## config.mk

```make
export PLATFORM = sky130hd
export DESIGN_NAME = operand_forward_stage
export DESIGN_NICKNAME = d
export VERILOG_FILES = /design/src/rtl/operand_forward_stage_pkg.sv /design/src/rtl/operand_forward_stage_fwd_select.sv /design/src/rtl/operand_forward_stage.sv
export SDC_FILE = /design/constraint.sdc
export NUM_CORES = 1
export LEC_CHECK = 0
export ABC_AREA = 1
export ABC_CLOCK_PERIOD_IN_PS = 2600
export BUFFER_PORTS_ARGS = -buffer_cell sky130_fd_sc_hd__buf_4
export CORE_MARGIN = 2
export CORE_UTILIZATION = 45
export CTS_CLUSTER_DIAMETER = 150
export CTS_CLUSTER_SIZE = 40
export DETAILED_ROUTE_END_ITERATION = 7
export PLACE_DENSITY = 0.77
export SLEW_MARGIN = 20
export SYNTH_ARGS = -nofsm -noshare
export SYNTH_HDL_FRONTEND = slang
export SYNTH_SLANG_ARGS = --single-unit
```

## constraint.sdc

```tcl
create_clock -name clk -period 2.6 [get_ports clk]
set_input_delay 0.26 -clock clk [delete_from_list [all_inputs] [get_ports clk]]
set_output_delay 0.26 -clock clk [all_outputs]
set_load 0.02 [all_outputs]
```

## src/rtl/operand_forward_stage_pkg.sv

```systemverilog
// Shared definitions for the ID->EX operand forwarding stage.
// - fwd_sel_e : operand source, FWD_NONE = register file, FWD_STGi = in-flight stage i (index+1)
// - fwd_tag_t : layout of one in-flight tag at the default widths
// - DEF_*     : default parameter values used by the top level
package operand_forward_stage_pkg;

  localparam int unsigned DEF_DATA_W   = 8;
  localparam int unsigned DEF_REG_AW   = 3;
  localparam int unsigned DEF_NUM_SRC  = 2;
  localparam int unsigned DEF_DEPTH    = 3;
  localparam int unsigned DEF_LOAD_LAT = 1;
  localparam int unsigned DEF_ZERO_REG = 1;

  localparam int unsigned DEF_SEL_W = $clog2(DEF_DEPTH + 1);

  typedef enum logic [DEF_SEL_W-1:0] {
    FWD_NONE = 2'd0,
    FWD_STG0 = 2'd1,
    FWD_STG1 = 2'd2,
    FWD_STG2 = 2'd3
  } fwd_sel_e;

  typedef struct packed {
    logic                  valid;
    logic                  wr;
    logic                  is_load;
    logic [DEF_REG_AW-1:0] dst;
  } fwd_tag_t;

endpackage

```

## src/rtl/operand_forward_stage_fwd_select.sv

```systemverilog
// Per-operand forwarding priority matcher (combinational).
// Inputs : src/src_used  - source register of one operand and whether it is read
//          tag_*         - in-flight tag fields, bit/slice i = stage i (0 = youngest)
// Outputs: sel           - winning source (FWD_NONE or stage index + 1)
//          load_pending  - winning stage holds a load whose data is not yet valid
module operand_forward_stage_fwd_select
  import operand_forward_stage_pkg::*;
#(
  parameter int unsigned REG_AW   = DEF_REG_AW,
  parameter int unsigned DEPTH    = DEF_DEPTH,
  parameter int unsigned LOAD_LAT = DEF_LOAD_LAT,
  parameter int unsigned ZERO_REG = DEF_ZERO_REG,
  parameter int unsigned SEL_W    = $clog2(DEPTH + 1)
) (
  input  logic [REG_AW-1:0]       src,
  input  logic                    src_used,
  input  logic [DEPTH-1:0]        tag_valid,
  input  logic [DEPTH-1:0]        tag_wr,
  input  logic [DEPTH-1:0]        tag_load,
  input  logic [DEPTH*REG_AW-1:0] tag_dst,
  output logic [SEL_W-1:0]        sel,
  output logic                    load_pending
);

  logic src_ok;

  always_comb begin
    src_ok       = src_used && !((ZERO_REG != 0) && (src == '0));
    sel          = SEL_W'(FWD_NONE);
    load_pending = 1'b0;
    // Walk oldest to youngest so the youngest match is the one left standing.
    for (int i = int'(DEPTH) - 1; i >= 0; i--) begin
      if (src_ok && tag_valid[i] && tag_wr[i] && (tag_dst[i*REG_AW +: REG_AW] == src)) begin
        sel          = SEL_W'(i + 1);
        load_pending = tag_load[i] && (i < int'(LOAD_LAT));
      end
    end
  end

endmodule

```

## src/rtl/operand_forward_stage.sv

```systemverilog
// ID->EX forwarding and operand-latch stage.
// Tracks DEPTH in-flight destination tags, resolves NUM_SRC operands per issuing instruction
// from the youngest matching in-flight result or the register file, stalls on load-use hazards
// and registers the resolved operands into EX.
// Ports: clk/rst_n (sync active-low); id_* issuing instruction and id_ready handshake;
//        fwd_val per-stage results; hold freezes everything; flush kills the ID instruction;
//        ex_valid/ex_opnd/ex_fwd_sel registered EX outputs; stall_cnt saturating stall count.
module operand_forward_stage
  import operand_forward_stage_pkg::*;
#(
  parameter int unsigned DATA_W   = DEF_DATA_W,
  parameter int unsigned REG_AW   = DEF_REG_AW,
  parameter int unsigned NUM_SRC  = DEF_NUM_SRC,
  parameter int unsigned DEPTH    = DEF_DEPTH,
  parameter int unsigned LOAD_LAT = DEF_LOAD_LAT,
  parameter int unsigned ZERO_REG = DEF_ZERO_REG,
  parameter int unsigned SEL_W    = $clog2(DEPTH + 1)
) (
  input  logic                      clk,
  input  logic                      rst_n,
  input  logic                      id_valid,
  output logic                      id_ready,
  input  logic [NUM_SRC*REG_AW-1:0] id_src,
  input  logic [NUM_SRC-1:0]        id_src_used,
  input  logic [NUM_SRC*DATA_W-1:0] id_reg_val,
  input  logic [REG_AW-1:0]         id_dst,
  input  logic                      id_wr,
  input  logic                      id_is_load,
  input  logic [DEPTH*DATA_W-1:0]   fwd_val,
  input  logic                      hold,
  input  logic                      flush,
  output logic                      ex_valid,
  output logic [NUM_SRC*DATA_W-1:0] ex_opnd,
  output logic [NUM_SRC*SEL_W-1:0]  ex_fwd_sel,
  output logic [15:0]               stall_cnt
);

  // Tag pipeline, bit/slice i tracks the instruction whose result is on fwd_val[i].
  logic [DEPTH-1:0]        tag_valid_q;
  logic [DEPTH-1:0]        tag_wr_q;
  logic [DEPTH-1:0]        tag_load_q;
  logic [DEPTH*REG_AW-1:0] tag_dst_q;

  logic                      ex_valid_q;
  logic [NUM_SRC*DATA_W-1:0] ex_opnd_q;
  logic [NUM_SRC*SEL_W-1:0]  ex_fwd_sel_q;
  logic [15:0]               stall_cnt_q;

  logic [NUM_SRC*SEL_W-1:0]  sel_d;
  logic [NUM_SRC*DATA_W-1:0] opnd_d;
  logic [NUM_SRC-1:0]        pend;
  logic                      hazard;
  logic                      issue;
  logic                      stall_inc;

  for (genvar s = 0; s < NUM_SRC; s++) begin : g_src
    operand_forward_stage_fwd_select #(
      .REG_AW   (REG_AW),
      .DEPTH    (DEPTH),
      .LOAD_LAT (LOAD_LAT),
      .ZERO_REG (ZERO_REG),
      .SEL_W    (SEL_W)
    ) u_fwd_select (
      .src          (id_src[s*REG_AW +: REG_AW]),
      .src_used     (id_src_used[s]),
      .tag_valid    (tag_valid_q),
      .tag_wr       (tag_wr_q),
      .tag_load     (tag_load_q),
      .tag_dst      (tag_dst_q),
      .sel          (sel_d[s*SEL_W +: SEL_W]),
      .load_pending (pend[s])
    );
  end

  always_comb begin
    opnd_d = id_reg_val;
    for (int s = 0; s < int'(NUM_SRC); s++) begin
      for (int i = 0; i < int'(DEPTH); i++) begin
        if (sel_d[s*SEL_W +: SEL_W] == SEL_W'(i + 1)) begin
          opnd_d[s*DATA_W +: DATA_W] = fwd_val[i*DATA_W +: DATA_W];
        end
      end
    end
  end

  always_comb begin
    hazard    = |pend;
    id_ready  = !hold && !hazard;
    issue     = id_valid && id_ready && !flush;
    stall_inc = id_valid && hazard && !flush && (stall_cnt_q != 16'hFFFF);
  end

  always_ff @(posedge clk) begin
    if (!rst_n) begin
      tag_valid_q  <= '0;
      tag_wr_q     <= '0;
      tag_load_q   <= '0;
      tag_dst_q    <= '0;
      ex_valid_q   <= 1'b0;
      ex_opnd_q    <= '0;
      ex_fwd_sel_q <= {NUM_SRC{SEL_W'(FWD_NONE)}};
      stall_cnt_q  <= '0;
    end else if (!hold) begin
      // Non-issue cycles push a bubble; only the valid bit matters for a bubble.
      tag_valid_q <= {tag_valid_q[DEPTH-2:0], issue};
      tag_wr_q    <= {tag_wr_q[DEPTH-2:0], id_wr};
      tag_load_q  <= {tag_load_q[DEPTH-2:0], id_is_load};
      tag_dst_q   <= {tag_dst_q[(DEPTH-1)*REG_AW-1:0], id_dst};
      ex_valid_q  <= issue;
      if (issue) begin
        ex_opnd_q    <= opnd_d;
        ex_fwd_sel_q <= sel_d;
      end
      if (stall_inc) begin
        stall_cnt_q <= stall_cnt_q + 16'd1;
      end
    end
  end

  assign ex_valid   = ex_valid_q;
  assign ex_opnd    = ex_opnd_q;
  assign ex_fwd_sel = ex_fwd_sel_q;
  assign stall_cnt  = stall_cnt_q;

endmodule

```

== Yosys cells after proc, flatten, opt, wreduce, memory -nomap -nowiden ==
Cells that the tools add are included.
Cells by class
  add/subtract/negate cells: 1
  equality and inequality tests: 13
  mux-type cells: 14
  bitwise operators: 1
  reductions and logical operators: 36
Operator list (number)
  $mux W8: 6
  $logic_and A1 B1 Y1: 26
  $eq A3 B3 Y1: 6
  $add A16 B1 Y16 const B: 1
  $ne A16 B16 Y1 const B: 1
  $mux W2: 6
  $eq A2 B2 Y1 const B: 4
  $logic_not A3 Y1: 2
  $logic_not A1 Y1: 5
  $eq A2 B1 Y1 const B: 2
  $reduce_and A2 Y1: 2
  $mux W1: 2
  $reduce_or A2 Y1: 1
  $not A1 Y1: 1
Word-level totals
  flip-flop bits (word level): 53
  bits of input ports: 58
  output and inout bits: 38
  logic and storage cells: 73

== Logic depth before layout (Yosys ltp) ==
Gate-level depths: netlist (run 1).
  word-level depth: 13
  gate-level depth with buffers: 12
  depth with buffers taken out: 12

== By module ==
A second synthesis (run 1) with hierarchy kept.
Unflattened totals
  cells, all modules: 568
  area, all modules: 3433.3 um^2
By module, submodules not included
  operand_forward_stage: instances 1, cells an instance 434, area an instance 2825.2 um^2, sequential area each 1081.0 um^2
  operand_forward_stage_fwd_select: instances 2, cells an instance 67, area an instance 304.0 um^2, sequential area each 0.0 um^2

== Worst setup path before layout (run 1) ==
Ideal clock, no wire load.
  kind: reg-to-reg
  start point: register stall_cnt_q[0], in the netlist stall_cnt[0]
  end point: register stall_cnt_q[1], in the netlist stall_cnt[1]
  library setup time: 116 ps
  data arrival time: 1667 ps
  required time: 2484 ps
  path slack: 818 ps
  stages on the path, launching flop included: 12
  buffers on the path: 1
  period minus slack after synthesis: 1782 ps
  path through: dfxtp_1 > ha_1 > nand2_1 > nor2_2 > nand2_1 > nor2_2 > a21oi_1 > nand2_4 > inv_6 > buf_12 > nor2_1 > nor2_1
Between the ends
  longest elaborated chain between the ends: 3
  elaborated cells on any way between the ends: 4
  those cells by class: 1 x add/sub; 1 x eq/ne; 2 x reduce/logical
RTL lines
  from (decl): RTL line operand_forward_stage.sv:47  | logic [15:0] stall_cnt_q;
  from (signal assigned): RTL line operand_forward_stage.sv:115  | stall_cnt_q <= stall_cnt_q + 16'd1;
  branches (longest 3 deep; another with $add A16 B1 Y16)
Several ways; the timed one is not identified.
A chain may end at the register's enable or synchronous reset.

== Worst setup path after layout (run 1) ==
  start point: register tag_valid_q[0]
  end point: register ex_opnd_q[5], in the netlist ex_opnd[5]
Between the ends
  longest elaborated chain between the ends: 10
  elaborated cells on any way between the ends: 21
  those cells by class: 3 x eq/ne; 6 x mux; 12 x reduce/logical
RTL lines
  from (decl): RTL line operand_forward_stage.sv:39  | logic [DEPTH-1:0] tag_valid_q;
  from (signal assigned): RTL line operand_forward_stage.sv:105  | tag_valid_q <= {tag_valid_q[DEPTH-2:0], issue};
  $logic_and A1 B1 Y1 (3 in series): RTL line operand_forward_stage_fwd_select.sv:33  | if (src_ok && tag_valid[i] && tag_wr[i] && (tag_dst[i*REG_AW +: REG_AW] == src)) begin
  $mux W1: RTL line operand_forward_stage_fwd_select.sv:33
  $reduce_or A2 Y1: RTL line operand_forward_stage.sv:87  | hazard = |pend;
  $logic_not A1 Y1: RTL line operand_forward_stage.sv:88  | id_ready = !hold && !hazard;
  $logic_and A1 B1 Y1: RTL line operand_forward_stage.sv:88
  $logic_and A1 B1 Y1 (2 in series): RTL line operand_forward_stage.sv:89  | issue = id_valid && id_ready && !flush;
  $reduce_and A2 Y1 (no line)
  to (signal assigned): RTL line operand_forward_stage.sv:111  | ex_opnd_q <= opnd_d;
  to (decl): RTL line operand_forward_stage.sv:45  | logic [NUM_SRC*DATA_W-1:0] ex_opnd_q;
Several ways; a longest one is shown, not always the timed one.

==> results.ini, run 1 <==
[status]
status = completed

[clock_tree]
cts_sinks = 52
root_buffer = clkbuf_8
clockBufferDepth = 2
postCtsSetupBuffers = 0
cts.htree.levels = 2
path_clk_slew_ns = 0.10
cts_hold_buffers = 0
cts_made_buffers = 5
cts.repair.resized = 0
cts_tree = built
clock_latency_ns = 0.31

[cells_and_area]
seq_area_sq_um = 1040
nNetsFinal = 756
final_area_sq_um = 4450
drive_above_1_share = 0.209
antenna_cells = 0
syn_to_final_growth_pct = 22.5
fill_cells = 822
multi_input_area_sq_um = 2150

[hold_path]
hold_class = in -> reg
min_path_cells = 3

[placed_design]
placed_area_sq_um = 4360
place.gp.congestion = 0.933
port_buffers = 95
dp_hpwl_um = 7760

[floorplan]
die_y_um = 93.8
pin_count = 96
dieArea_sq_um = 8800
row_count = 32
design.core.area_sq_um = 7770
start_util = 0.467
die_x_um = 93.8

[logic_synthesis]
syn-num-nets = 672
synth_ff_type = dfxtp_1
yosys.area.top_type = dfxtp_1
yosysMostFrequentCell = nand2_1
ys_seq_area_frac = 0.287
synth_area_leaders = dfxtp_1, nand2_1, nor2_1
yosysWarnings = 0
synth_area_sq_um = 3630
ys_seq_elements = 52
synth_edf_count = 0
synth_cell_types = 32
synth.avg_cell_area_sq_um = 5.92
yosys-top-cells-count = nand2_1, nor2_1, inv_1
synth_top_area_frac = 0.287
netlist_instances = 613
async_flop_share = 0

[timing]
drv_slew = 0
post-route-period-util = 0.798
worstMarginPinSlew_ns = 0.641
grt_setup_unrepaired = no
skew_ns = 0.0122
final-hold-violation-count = 0
period_minus_slack_ns = 2.08
slew_headroom = 0.572
finalSetupTns_ns = 0
setup_viol = 0
max_clock_freq_ghz = 0.482

[global_routing]
grt_start_max_net_pins = 39
grt_overflow = 0
antenna_found_initial = 0
track_usage = 0.226
grt_pass1_vias = 3474
grt_pass1_wl_um = 16100

[detailed_routing]
drt_first_pass_iters = 5
drc_errors = 0
avgRoutedWirePerCell_um = 12.6
drt-initial-drc-count = 162
avgViaCountPerCell = 5.03
drt_wl_total_um = 10100
vias = 4023
antenna_left = 0

[critical_path]
critPathKind = reg -> reg
crit_arrival_ns = 2.28
reg2regPathDepth = 11
crit_path_max_fanout = 23
worstSetupStartpointType = flop
end_kind = flop
crit_required_ns = 2.80

[pwr]
powerDensity_nw_per_um2 = 375
p_leak_nw = 2.32
ir_drop_uv = 283

[job]
maxCapViolations = 0

## cell usage in the layout, fill, tap and decap left out, types with 5 or more instances in the layout
master	instances
o21ai_0	28
a21oi_1	25
nand2_1	205
nor2_2	7
inv_2	6
nand3_1	46
nor2_1	81
inv_1	77
xor2_1	8
clkbuf_8	5
nand2_2	11
xnor2_1	5
nand3b_1	7
dfxtp_1	52
a21oi_2	9
nand4_1	9
buf_4	95
## sequential cells by signal (all words and copies together), names as in the netlist
register,count
ex_fwd_sel,4
tag_wr_q,3
tag_dst_q,9
tag_valid_q,3
stall_cnt,16
tag_load_q,1
ex_opnd,16
## metrics by stage
stage               instances  hold WS, ns  total power, mW  worst slack (ns)   util
finish                    800        0.195             1.67             0.524  0.572
global route              800        0.204             1.75             0.268  0.572
CTS                       800        0.201             1.68             0.539  0.572
detailed placement        792        0.481             1.21             0.525  0.561
global placement          792        0.463             1.20             0.568  0.561
floorplan                 613        0.412             1.06             0.818      -
## final timing paths
path | start | slack, ns | endpoint
hold / removal | id_wr | 0.20 | tag_wr_q[0]$_SDFFE_PN0N_
setup reg to reg | tag_valid_q[0]$_SDFFE_PN0N_ | 0.52 | ex_opnd[5]$_SDFFE_PN0P_
setup / recovery | tag_valid_q[0]$_SDFFE_PN0N_ | 0.52 | ex_opnd[5]$_SDFFE_PN0P_
hold reg to reg | tag_wr_q[2]$_SDFFE_PN0N_ | 0.49 | tag_wr_q[2]$_SDFFE_PN0N_
## final cells by class
type / instances / area share
multi-input combinational: 457 / 0.483
sequential: 52 / 0.234
timing repair buffer: 95 / 0.160
inverter: 86 / 0.0737
tap: 102 / 0.0287
clock buffer: 6 / 0.0163
clock inverter: 2 / 0.00366
## critical path: stages (launching register included)
cell and delay (ns):
dfxtp_1 0.42, nand2_1 0.11, inv_1 0.10, nand2_1 0.05, nor2_1 0.16, nand3_2 0.41, inv_1 0.30, nand2_1 0.07
nand2_1 0.07, nor2_1 0.05, nor2_1 0.17, nor2_1 0.06
## logic make-up (layout without fill, tap and decap cells)
kind of cell,count (synthesis),in the layout,synth area share
buf+inv,104,189,0.121
flops,52,52,0.287
xor+xnor,13,13,0.0314
simple gates,378,378,0.455
compound gates,65,65,0.102
fa+ha+maj,1,1,0.00345
## power breakdown
| group | leakage, nW | internal (mW) | switching (mW) |
|---|---|---|---|
| sequential | 0.425 | 0.828 | 0.0234 |
| clock | 0.0414 | 0.193 | 0.285 |
| combinational | 1.86 | 0.142 | 0.198 |
## metal layers
layer	GRT usage	up-vias	routed length (um)
li1	-	2063	-
met3	0.0337	20	604
met4	0.0664	0	211
met5	0	-	0
met2	0.372	159	4690
met1	0.305	1781	4560
No activity file was read; power rests on OpenSTA's default activity.
==> run 2: changes to the inputs <==
--- a/config.mk
+++ b/config.mk
@@ -5,15 +5,15 @@
 export SDC_FILE = /design/constraint.sdc
 export NUM_CORES = 1
 export LEC_CHECK = 0
-export ABC_AREA = 1
-export ABC_CLOCK_PERIOD_IN_PS = 2600
+export ABC_AREA = 0
+export ABC_CLOCK_PERIOD_IN_PS = 1800
 export BUFFER_PORTS_ARGS = -buffer_cell sky130_fd_sc_hd__buf_4
 export CORE_MARGIN = 2
 export CORE_UTILIZATION = 45
 export CTS_CLUSTER_DIAMETER = 150
 export CTS_CLUSTER_SIZE = 40
 export DETAILED_ROUTE_END_ITERATION = 7
-export PLACE_DENSITY = 0.77
+export PLACE_DENSITY = 0.82
 export SLEW_MARGIN = 20
 export SYNTH_ARGS = -nofsm -noshare
 export SYNTH_HDL_FRONTEND = slang
==> constraint.sdc (replaced) <==
create_clock -name clk -period 1.8 [get_ports clk]
set_input_delay 0.18 -clock clk [delete_from_list [all_inputs] [get_ports clk]]
set_output_delay 0.18 -clock clk [all_outputs]
set_load 0.02 [all_outputs]
==> run 2 against run 1 <==
Net effect:
- the flow now finishes with violations (setup timing)
- global-route usage is 1.0 points higher
- sequential share of layout area is 0.69 points higher
- register-to-register slack worse by 0.63 ns
- routed wire length is 7.5% lower
- cell area is 0.87% lower
- via count is 24% lower
- power is 38% higher
- non-clock buffer count is 56 higher
- clock power is 45% higher
- utilization is 13 points higher
- critical path depth is 5 lower
- critical endpoint is now ex_opnd[0]$_SDFFE_PN0P_
==> results.ini, run 2 <==
[status]
status = complete, but fails checks
violations = setup timing

[pwr]
pwr-share-clk = 0.300
p_int_mw = 1.67
ir_drop_uv = 339
p_comb_frac = 0.179
power_mw = 2.31
p_leak_nw = 1.94
power.switching_mw = 0.637
powerDensity_nw_per_um2 = 524
seqPwrFrac = 0.521
switching_share = 0.276

[placed_design]
place.gp.congestion = 0.885
dp_hpwl_um = 6080
port_buffers = 95
placed_cells = 515

[logic_synthesis]
synth_top_area_frac = 0.362
synthAdderAreaFrac = 0.00436
netlist_instances = 319
synth_xor_area_frac = 0.0762
synth_area_leaders = dfxtp_1, mux2i_1, a21oi_1
synth_edf_count = 0
yosysWarnings = 0
synth.avg_cell_area_sq_um = 9.01
synth_compound_area_frac = 0.221
yosys.area_share.simple = 0.219
synth_top_family_by_area = compound AO/OA/AOI/OAI gates
yosys-top-cells-count = dfxtp_1, mux2i_1, a21oi_1
syn-num-nets = 378
ys_seq_elements = 52
ys_seq_area_frac = 0.362
yosys.area.top_type = dfxtp_1
synth_ff_type = dfxtp_1
async_flop_share = 0
yosysMostFrequentCell = dfxtp_1
synth_area_sq_um = 2870
synth_cell_types = 59
synthMuxAreaShare = 0.0836

[cells_and_area]
final_common_cell = buf_4
syn_to_final_growth_pct = 53.4
nNetsFinal = 517
final_cells = 536
drive_above_1_share = 0.462
final_util = 0.702
antenna_cells = 0
final_cell_mix = buf_4, dfxtp_1, mux2i_1

[global_routing]
grt_busiest_layer = met2
met1_usage = 0.311
grt_use_met2 = 0.405
grt_overflow = 0
antenna_found_initial = 0
use_met3 = 0.0346
grt_pass1_vias = 2944
grt_start_max_net_pins = 41
track_usage = 0.236
grt_pass1_wl_um = 13600

[floorplan]
dieArea_sq_um = 7040
die_y_um = 83.9
row_count = 29
pin_count = 96
start_util = 0.458
die_x_um = 83.9
design.core.area_sq_um = 6280

[critical_path]
critPathKind = reg -> reg
worstReg2RegEnd = ex_opnd[0]$_SDFFE_PN0P_
worst_path_max_delay_cell = or4_4
endpoint = ex_opnd[0]$_SDFFE_PN0P_
crit_path_max_incr_delay_ns = 0.59
cp-startpoint = tag_dst_q[6]$_SDFFE_PN0N_
path_cells = xor2_1 > or4_4 > nor2_2 > nand3_2 > o21ai_0 > o41ai_2
r2r_setup_slack_ns = -0.11
worstSetupStartpointType = flop
crit_required_ns = 2.00
reg2regPathDepth = 6
r2r_start = tag_dst_q[6]$_SDFFE_PN0N_
crit_path_max_fanout = 5
crit_arrival_ns = 2.11
end_kind = flop

[detailed_routing]
avgViaCountPerCell = 5.74
vias = 3076
antenna_left = 0
drt_wl_total_um = 9310
drt-initial-drc-count = 212
drc_errors = 0
drt_first_pass_iters = 6
avgRoutedWirePerCell_um = 17.4

[clock_tree]
cts_made_buffers = 5
path_clk_slew_ns = 0.10
cts_hold_buffers = 0
root_buffer = clkbuf_8
cts_sinks = 52
cts_tree = built
clock_latency_ns = 0.31
clockBufferDepth = 2
cts.htree.levels = 2

[timing]
finalSetupTns_ns = -1.24
drv_slew = 0
skew_ns = 0.0133
final-hold-violation-count = 0
timing.final.ws_setup_ns = -0.109
post-route-period-util = 1.06
grt_setup_unrepaired = yes
slew_headroom = 0.758
period_minus_slack_ns = 1.91
worstMarginPinSlew_ns = 0.363
max_clock_freq_ghz = 0.524
setup_viol = 26

[hold_path]
hold_class = in -> reg

[job]
maxCapViolations = 0

[run 2: how the worst min path moves through the flow]
stage                          start                          to  slack, ns  depth (start not counted)
after CTS                  id_dst[0]   tag_dst_q[0]$_SDFFE_PN0N_       0.13                          3
after global placement     id_dst[2]   tag_dst_q[2]$_SDFFE_PN0N_       0.43                          3
after floorplan                rst_n   stall_cnt[8]$_SDFFE_PN0P_       0.33                          2
final                      id_dst[0]   tag_dst_q[0]$_SDFFE_PN0N_       0.13                          3
after detailed placement       id_wr    tag_wr_q[0]$_SDFFE_PN0N_       0.45                          3
after global routing      id_is_load  tag_load_q[0]$_SDFFE_PN0N_       0.12                          3
[run 2: cell families after synthesis]
kind of cell | count (synthesis)
AOI/OAI and AO/OA | 88
xor gates and xnor gates | 25
adders and majority gates | 1
buffers and inverters | 21
DFF | 52
muxes | 24
and+or+nand+nor | 108
[run 2: repair_timing]
item | 4_1_cts | 5_1_grt
endpoints found under the setup margin | 27 | 34
buffers inserted | 5 | 7
pin swaps | 19 | 19
cloned | 0 | 1
resized for setup | 29 | 23
[run 2: layer usage]
metal / wire length (um) / part of all wire
met1: 3770 / 0.41
met2: 4790 / 0.51
met3: 648 / 0.070
met4: 94 / 0.010
met5: 0 / 0
[run 2: worst max-delay path, delay by kind of cell (launching register included)]
family / cells / cell delay (ns)
xor gates and xnor gates: 1 / 0.16
and+or+nand+nor: 3 / 0.92
DFF: 1 / 0.34
AOI/OAI and AO/OA: 2 / 0.38
[run 2: layout make-up]
| type | count | area [sq um] |
|---|---|---|
| Multi-Input combinational cell | 246 | 1930 |
| Fill cell | 465 | 1870 |
| Timing Repair Buffer | 151 | 1220 |
| Sequential cell | 52 | 1060 |
| Tap cell | 77 | 96.3 |
| Clock buffer | 5 | 68.8 |
| Clock inverter | 3 | 23.8 |
| Inverter | 2 | 7.51 |
[run 2: per-stage QoR]
stage	instance area, sq um	worst slack (ns)	hold slack [ns]
floorplan	2910	0.0122	0.332
global placement	4000	-0.0722	0.432
detailed placement	4000	-0.147	0.449
CTS	4230	-0.0326	0.130
global route	4410	-0.187	0.124
finish	4410	-0.109	0.132
[run 2: power groups by stage]
stage,Combinational (mW),Sequential [mW],Clock [mW]
2_1_floorplan,0.141,1.25,0
3_3_place_gp,0.365,1.23,0
3_5_place_dp,0.372,1.23,0
4_1_cts,0.386,1.20,0.705
5_1_grt,0.439,1.21,0.749
6_report,0.415,1.20,0.692
==> run 3: changes to the inputs <==
--- a/config.mk
+++ b/config.mk
@@ -8,12 +8,13 @@
 export ABC_AREA = 0
 export ABC_CLOCK_PERIOD_IN_PS = 1800
 export BUFFER_PORTS_ARGS = -buffer_cell sky130_fd_sc_hd__buf_4
+export CAP_MARGIN = 20
 export CORE_MARGIN = 2
-export CORE_UTILIZATION = 45
+export CORE_UTILIZATION = 46
 export CTS_CLUSTER_DIAMETER = 150
 export CTS_CLUSTER_SIZE = 40
 export DETAILED_ROUTE_END_ITERATION = 7
-export PLACE_DENSITY = 0.82
+export PLACE_DENSITY = 0.84
 export SLEW_MARGIN = 20
 export SYNTH_ARGS = -nofsm -noshare
 export SYNTH_HDL_FRONTEND = slang
==> run 3 against run 2 <==
Net effect:
- the flow still finishes with violations (setup timing)
- power up 19%
- fmax up 0.62%
- sequential power about the same
- global-route usage up 0.71 points
- sequential share of layout area down 0.48 points
- combinational power about the same
- worst hold slack worse by 0.0068 ns
- die area down 2.1%
- clock power up 62%
- flip-flop and latch count unchanged
- via count up 0.52%
- register-to-register slack about the same
==> results.ini, run 3 (synthesis gave the netlist of run 2 again) <==
[critical_path]
critPathKind = reg -> reg
crit_arrival_ns = 2.10
crit_family = compound AO/OA/AOI/OAI gates
crit_path_max_fanout = 13
path_cells = xnor2_2 > nand4_1 > o22ai_4 > buf_6 > a21bo_4 > clkbuf_16 > o41ai_1
end_kind = flop
worstSetupStartpointType = flop
crit_required_ns = 2.00
worst_path_max_delay_cell = o41ai_1
crit_path_max_incr_delay_ns = 0.41
worst-path-buf-inv = 2

[cells_and_area]
multi_input_area_sq_um = 2000
final_common_cell = buf_4
antenna_cells = 0
seq_area_sq_um = 1060
fill_cells = 389
syn_to_final_growth_pct = 56.8
nNetsFinal = 509
final_area_sq_um = 4500
final_cells = 526
final_cell_mix = buf_4, dfxtp_1, mux2i_1
drive_above_1_share = 0.475

[global_routing]
track_usage = 0.243
grt_pass1_vias = 2951
grt_overflow = 0
grt_start_max_net_pins = 43
met1_usage = 0.301
antenna_found_initial = 0
use_met3 = 0.0447
grt_pass1_wl_um = 14000
grt_use_met2 = 0.426
grt_busiest_layer = met2

[job]
maxCapViolations = 0

[clock_tree]
root_buffer = clkbuf_8
cts_sinks = 52
clock_latency_ns = 0.32
clockBufferDepth = 2
cts_tree = built
cts.htree.levels = 2
path_clk_slew_ns = 0.10
cts_made_buffers = 5
cts_hold_buffers = 0

[pwr]
p_leak_nw = 2.00
p_int_mw = 2.09
seqPwrFrac = 0.439
pwr-share-clk = 0.409
ir_drop_uv = 436
switching_share = 0.239
powerDensity_nw_per_um2 = 611
p_comb_frac = 0.152
power.switching_mw = 0.658

[floorplan]
die_x_um = 83.0
dieArea_sq_um = 6890
die_y_um = 83.0
start_util = 0.480
pin_count = 96
row_count = 28
design.core.area_sq_um = 5990

[detailed_routing]
drt_first_pass_iters = 5
drt_wl_total_um = 9930
vias = 3092
antenna_left = 0
drt-initial-drc-count = 199
avgRoutedWirePerCell_um = 18.9
drc_errors = 0
avgViaCountPerCell = 5.88

[timing]
max_clock_freq_ghz = 0.527
grt_setup_unrepaired = yes
post-route-period-util = 1.05
drv_slew = 0
setup_viol = 26
slew_headroom = 0.722
skew_ns = 0.0157
final-hold-violation-count = 0
period_minus_slack_ns = 1.90
timing.final.ws_setup_ns = -0.0976
worstMarginPinSlew_ns = 0.416

[placed_design]
place.gp.congestion = 0.958
port_buffers = 95
dp_hpwl_um = 6210
placed_cells = 509
placed_area_sq_um = 3960

[status]
violations = setup timing
status = complete, but fails checks

[hold_path]
hold_class = in -> reg

[run 3: per-stage QoR]
step	total power, mW	worst slack (ns)	hold slack, ns	TNS, ns	util
6_report	2.75	-0.0976	0.125	-1.17	0.752
5_1_grt	2.82	-0.190	0.115	-3.90	0.752
4_1_cts	2.69	-0.0663	0.118	-0.656	0.710
3_5_place_dp	1.59	-0.156	0.444	-1.95	0.662
3_3_place_gp	1.59	-0.0674	0.431	-0.527	0.662
2_1_floorplan	1.39	0.0122	0.332	0	-
[run 3: worst reg2reg max path, cell delays in order (launching register included)]
cell	delay, ns
dfxtp_4	0.38
xnor2_2	0.13
nand4_1	0.18
o22ai_4	0.10
buf_6	0.16
a21bo_4	0.24
clkbuf_16	0.18
o41ai_1	0.41
[run 3: final cells by class]
cell class / count / area share
multi-input combinational: 246 / 0.445
timing repair buffer: 143 / 0.261
sequential: 52 / 0.236
tap: 75 / 0.0208
clock inverter: 3 / 0.0200
clock buffer: 5 / 0.0153
inverter: 2 / 0.00167
[run 3: worst paths after layout]
| kind | start | endpoint | slack [ns] | depth (start not counted) |
|---|---|---|---|---|
| hold reg to reg | ex_fwd_sel[1]$_SDFFE_PN0P_ | ex_fwd_sel[1]$_SDFFE_PN0P_ | 0.47 | 2 |
| setup / recovery | tag_dst_q[2]$_SDFFE_PN0N_ | ex_opnd[0]$_SDFFE_PN0P_ | -0.1 | 7 |
| setup reg to reg | tag_dst_q[2]$_SDFFE_PN0N_ | ex_opnd[0]$_SDFFE_PN0P_ | -0.1 | 7 |
| hold / removal | id_reg_val[7] | ex_opnd[7]$_SDFFE_PN0P_ | 0.13 | 3 |
[run 3: routing by layer]
| metal | vias up | share of wire | routed length [um] |
|---|---|---|---|
| li1 | 1436 | - | - |
| met5 | - | 0 | 0 |
| met3 | 23 | 0.058 | 576 |
| met2 | 152 | 0.51 | 5050 |
| met1 | 1481 | 0.41 | 4060 |
| met4 | 0 | 0.023 | 233 |
[run 3: power by group through the flow]
stage / logic, mW / clock network (mW) / registers, mW
5_1_grt: 0.442 / 1.17 / 1.21
2_1_floorplan: 0.141 / 0 / 1.25
3_5_place_dp: 0.364 / 0 / 1.23
4_1_cts: 0.377 / 1.11 / 1.21
3_3_place_gp: 0.356 / 0 / 1.23
6_report: 0.417 / 1.12 / 1.21
[run 3: timing repair]
| action | CTS | global route |
|---|---|---|
| endpoints found under the setup margin | 34 | 31 |
| hold endpoints to repair | 0 | 0 |
| resized for setup | 21 | 45 |
| gates cloned | 0 | 2 |
| pin swaps | 9 | 31 |
| buffers inserted | 5 | 2 |
